==> config.mk <==
export PLATFORM = sky130hd
export DESIGN_NAME = mux_2to1_rr
export DESIGN_NICKNAME = d
export VERILOG_FILES = /design/src/rtl/mux_2to1_rr_pkg.sv /design/src/rtl/mux_2to1_rr_arb.sv /design/src/rtl/mux_2to1_rr.sv
export SDC_FILE = /design/constraint.sdc
export NUM_CORES = 1
export LEC_CHECK = 0
export ABC_AREA = 1
export CORE_AREA = 2 2 39 41
export DETAILED_ROUTE_END_ITERATION = 8
export DIE_AREA = 0 0 41 43
export HOLD_SLACK_MARGIN = 0.12
export PLACE_DENSITY = 0.5
export SYNTH_ARGS = -nofsm -noshare
export SYNTH_HDL_FRONTEND = slang
export SYNTH_SLANG_ARGS = --single-unit
==> constraint.sdc <==
create_clock -name clk -period 2.5 [get_ports clk]
set_input_delay 0.5 -clock clk [delete_from_list [all_inputs] [get_ports clk]]
set_output_delay 0.5 -clock clk [all_outputs]
set_load 0.1 [all_outputs]
==> src/rtl/mux_2to1_rr_pkg.sv <==
// Shared constants for the two-input round-robin stream multiplexer.
// Holds the channel identifiers and the output-stage FSM state encoding.
package mux_pkg;

  localparam logic CH0 = 1'b0;
  localparam logic CH1 = 1'b1;

  typedef enum logic {
    ST_EMPTY = 1'b0,
    ST_FULL  = 1'b1
  } out_state_t;

endpackage

==> src/rtl/mux_2to1_rr_arb.sv <==
// Two-requester round-robin arbiter, purely combinational.
// ptr names the channel that wins when both request at once.
module rr_arb2
  import mux_pkg::*;
(
  input  logic [1:0] req,
  input  logic       ptr,
  output logic       gnt_valid,
  output logic       gnt_idx
);

  always_comb begin
    gnt_valid = |req;
    gnt_idx   = CH0;
    case (req)
      2'b01:   gnt_idx = CH0;
      2'b10:   gnt_idx = CH1;
      2'b11:   gnt_idx = ptr;
      default: gnt_idx = CH0;
    endcase
  end

endmodule

==> src/rtl/mux_2to1_rr.sv <==
// Two-to-one valid/ready stream mux with round-robin arbitration and a registered output.
// Optional per-channel saturating transfer counters are enabled with `define MUX_STATS_EN.
module mux_2to1_rr
  import mux_pkg::*;
#(
  parameter int WIDTH = 1,
  parameter int CNT_W = 16
) (
  input  logic             clk,
  input  logic             rst,
  input  logic [WIDTH-1:0] in0_data,
  input  logic             in0_valid,
  output logic             in0_ready,
  input  logic [WIDTH-1:0] in1_data,
  input  logic             in1_valid,
  output logic             in1_ready,
  output logic [WIDTH-1:0] out_data,
  output logic             out_sel,
  output logic             out_valid,
  input  logic             out_ready
`ifdef MUX_STATS_EN
  ,
  output logic [CNT_W-1:0] cnt0,
  output logic [CNT_W-1:0] cnt1
`endif
);

  out_state_t       state_reg;
  logic [WIDTH-1:0] data_reg;
  logic             sel_reg;
  logic             rr_ptr_reg;

  logic [WIDTH-1:0] in_data [2];
  logic [1:0]       req;
  logic [1:0]       ready_vec;
  logic             gnt_valid;
  logic             gnt_idx;
  logic             space;
  logic             take;

  assign in_data[0] = in0_data;
  assign in_data[1] = in1_data;
  assign req        = {in1_valid, in0_valid};

  rr_arb2 u_arb (
    .req       (req),
    .ptr       (rr_ptr_reg),
    .gnt_valid (gnt_valid),
    .gnt_idx   (gnt_idx)
  );

  // A word may load in the same cycle the held one drains; nothing is acknowledged in reset.
  assign space = (state_reg == ST_EMPTY) | out_ready;
  assign take  = space & gnt_valid & ~rst;

  for (genvar gi = 0; gi < 2; gi++) begin : g_ready
    assign ready_vec[gi] = take & (gnt_idx == 1'(gi));
  end

  assign in0_ready = ready_vec[0];
  assign in1_ready = ready_vec[1];

  always_ff @(posedge clk or posedge rst) begin
    if (rst) begin
      state_reg  <= ST_EMPTY;
      data_reg   <= '0;
      sel_reg    <= CH0;
      rr_ptr_reg <= CH0;
    end else begin
      case (state_reg)
        ST_EMPTY: begin
          if (take) begin
            data_reg   <= in_data[gnt_idx];
            sel_reg    <= gnt_idx;
            rr_ptr_reg <= ~gnt_idx;
            state_reg  <= ST_FULL;
          end
        end
        ST_FULL: begin
          if (take) begin
            data_reg   <= in_data[gnt_idx];
            sel_reg    <= gnt_idx;
            rr_ptr_reg <= ~gnt_idx;
          end else if (out_ready) begin
            // data_reg/sel_reg keep their stale contents
            state_reg <= ST_EMPTY;
          end
        end
        default: state_reg <= ST_EMPTY;
      endcase
    end
  end

  assign out_valid = (state_reg == ST_FULL);
  assign out_data  = data_reg;
  assign out_sel   = sel_reg;

`ifdef MUX_STATS_EN
  logic [CNT_W-1:0] cnt_reg [2];

  for (genvar gi = 0; gi < 2; gi++) begin : g_cnt
    always_ff @(posedge clk or posedge rst) begin
      if (rst) begin
        cnt_reg[gi] <= '0;
      end else if (ready_vec[gi] && (cnt_reg[gi] != {CNT_W{1'b1}})) begin
        cnt_reg[gi] <= cnt_reg[gi] + 1'b1;
      end
    end
  end

  assign cnt0 = cnt_reg[0];
  assign cnt1 = cnt_reg[1];
`else
  // Keeps CNT_W referenced when the counters are compiled out.
  logic [CNT_W-1:0] unused_cnt_w;
  assign unused_cnt_w = '0;
`endif

endmodule
==> impl_metrics.env <==
export IMPL_dp_slack_ns=0.402
export IMPL_startpoint_type="input pin"
export IMPL_cpPeakStageDelay_ns=0.45
export IMPL_syn_to_final_growth_pct=83.6
export IMPL_min_path_type="reg2reg"
export IMPL_p_sw_share_pct=44.4
export IMPL_wirelength_um=443
export IMPL_cts_hold_buffers_added=0
export IMPL_arrival_ns=1.59
export IMPL_port_buffers=11
export IMPL_clk_pin_slew_ns=0.04
export IMPL_dr_total_vias=216
export IMPL_dp_cells=56
export IMPL_multi_input_area_um2=87.6
export IMPL_core_mm2=0.00138
export IMPL_path_max_fanout=3
export IMPL_clk_latency_ns=0.23
export IMPL_drc=0
export IMPL_leakagePower_uw=0.000200
export IMPL_track_usage_pct=7.04
export IMPL_gp_congestion=0.747
export IMPL_final_common_cell="nand2_1"
export IMPL_ys_types=9
export IMPL_cts_resized=0
export IMPL_fill_cells=158
export IMPL_rows=14
export IMPL_ys_ff_latch=4
export IMPL_cts_path_max_buffers=2
export IMPL_setup_viol=0
export IMPL_initial_core_util_pct=14.9
export IMPL_layout_min_cycle_time_ns=2.09
export IMPL_p_sw_uw=134
export IMPL_final_cells=59
export IMPL_finalNetCount=52
export IMPL_grt_first_pass_wirelength_um=717
export IMPL_wl_per_cell_um=7.51
export IMPL_ios=12
export IMPL_antenna_cells=0
export IMPL_antenna_found_initial=0
export IMPL_hold_start="out_sel$_DFFE_PP0P_"
export IMPL_drt_iter0_markers=0
export IMPL_cp_required_ns=2.00
export IMPL_slew_violations=0
export IMPL_dr_pass1_iters=1
export IMPL_p_comb_share_pct=46.3
export IMPL_grt_max_degree=6
export IMPL_r2r_start="out_valid$_DFF_PP0_"
export IMPL_skew_ns=0.000685
export IMPL_ys_seq_area_share_pct=48.5
export IMPL_cap_violations=0
export IMPL_endpoint_kind="primary output"
export IMPL_powerDensity_mw_per_mm2=795
export IMPL_cp_slowest_cell="clkdlybuf4s50_1"
export IMPL_cts_tree="built"
export IMPL_chipWidth_um=41
export IMPL_finalWorstSetupSlack_ns=0.410
export IMPL_tns_ns=0
export IMPL_postCtsSetupBuffers=0
export IMPL_path_buf_inv=4
export IMPL_syn_area_um2=206
export IMPL_clockPowerShare_pct=26.8
export IMPL_worst_slew_pin_slew_ns=0.279
export IMPL_hpwl_um=362
export IMPL_clock_sinks=4
export IMPL_cp_top_family="buffers and inverters"
export IMPL_final_hold_violation_count=0
export IMPL_status="complete, no violations"
export IMPL_ant_nets=0
export IMPL_clockRootBuffer="clkbuf_4"
export IMPL_rsz0062_at_grt="no"
export IMPL_yosys_warnings=0
export IMPL_cp_startpoint="out_ready"
export IMPL_avgSynthCellArea_um2=7.37
export IMPL_p_seq_share_pct=27.0
export IMPL_layout_drive_gt1_share_pct=30.2
export IMPL_final_cell_mix="nand2_1, clkdlybuf4s50_1, inv_1, dfrtp_1, buf_4"
export IMPL_crit_chain="clkdlybuf4s50_1, inv_1, nand2_2, nand2_2, nor2_2, nand2_1, inv_1, buf_12"
export IMPL_via_per_inst=3.66
export IMPL_htreeDepth=1
export IMPL_netlist_instances=28
export IMPL_grt_overflow_total=0
export IMPL_utilization_pct=27.4
export IMPL_syn_nets=35
export IMPL_finalCritPeriodShare_pct=83.6
export IMPL_cts_buffers=3
export IMPL_max_slew_margin_pct=81.5
export IMPL_ir_drop_v=0.000152
export IMPL_p_total_uw=301
export IMPL_die_h_um=43
export IMPL_die_area_mm2=0.00176
export IMPL_grt_pass1_vias=193
export IMPL_path_class="in2out"
export IMPL_p_int_uw=167
export IMPL_fmax_ghz=0.478
export IMPL_seq_area_um2=100
-- path summary, 6_finish.rpt --
path / end / slack, ns / cells past startpoint
worst max-delay path: in0_ready / 0.41 / 8
worst min-delay path: out_sel$_DFFE_PP0P_ / 0.47 / 2
worst max register to register: out_sel$_DFFE_PP0P_ / 1.60 / 5
worst min register to register: out_sel$_DFFE_PP0P_ / 0.47 / 2
max in group asynchronous: out_valid$_DFF_PP0_ / 1.82 / 3
min in group asynchronous: out_sel$_DFFE_PP0P_ / 0.57 / 3
-- power by group through the flow --
stage | Clock [uW] | Combinational (uW) | Sequential (uW)
2_1_floorplan | 0 | 40.9 | 141
3_3_place_gp | 0 | 140 | 82.1
3_5_place_dp | 0 | 141 | 82.3
4_1_cts | 85.2 | 141 | 81.5
5_1_grt | 88.4 | 147 | 83.3
6_report | 80.7 | 139 | 81.3
-- final cells by class --
class                   count  area share (%)
clock buffers               3            5.94
well taps                  16            5.28
repair buffers             12            34.3
flip-flops and latches      4            26.4
inverters                   5            4.95
multi-input cells          19            23.1
-- kinds of logic (layout without fill, tap and decap cells) --
kind of cell,Yosys count,count (layout),synth area share (%)
AOI/OAI and AO/OA,1,1,2.42
and+or+nand+nor,18,18,40.0
DFF,4,4,48.5
buffers and inverters,5,20,9.09
-- Yosys cell counts, drive strengths merged --
cell    count  area [um^2]
nand3b      1         7.51
inv         5         18.8
nand3       1         5.00
nand2      13         53.8
nor2        3         16.3
o21ai       1         5.00
dfrtp       4          100
-- worst register-to-register path, stage by stage (launching register included) --
cell,delay (ns)
dfrtp_1,0.38
nand2_2,0.10
nand2_2,0.07
nor2_2,0.18
inv_1,0.06
nand2_1,0.06
-- routing by layer --
layer,global-route usage [%],up-vias,routed length (um)
met2,7.81,9,198
met5,0,-,0
met4,12.0,0,19
met1,6.77,90,190
met3,3.14,2,35
li1,-,115,-
-- stage by stage --
stage | hold slack (ns) | cell area (um^2)
after detailed placement | 0.465 | 357
after CTS | 0.475 | 379
after global routing | 0.508 | 379
final | 0.467 | 379
after floorplan | 0.290 | 206
after global placement | 0.461 | 357
No activity file was read; power rests on OpenSTA's default activity.
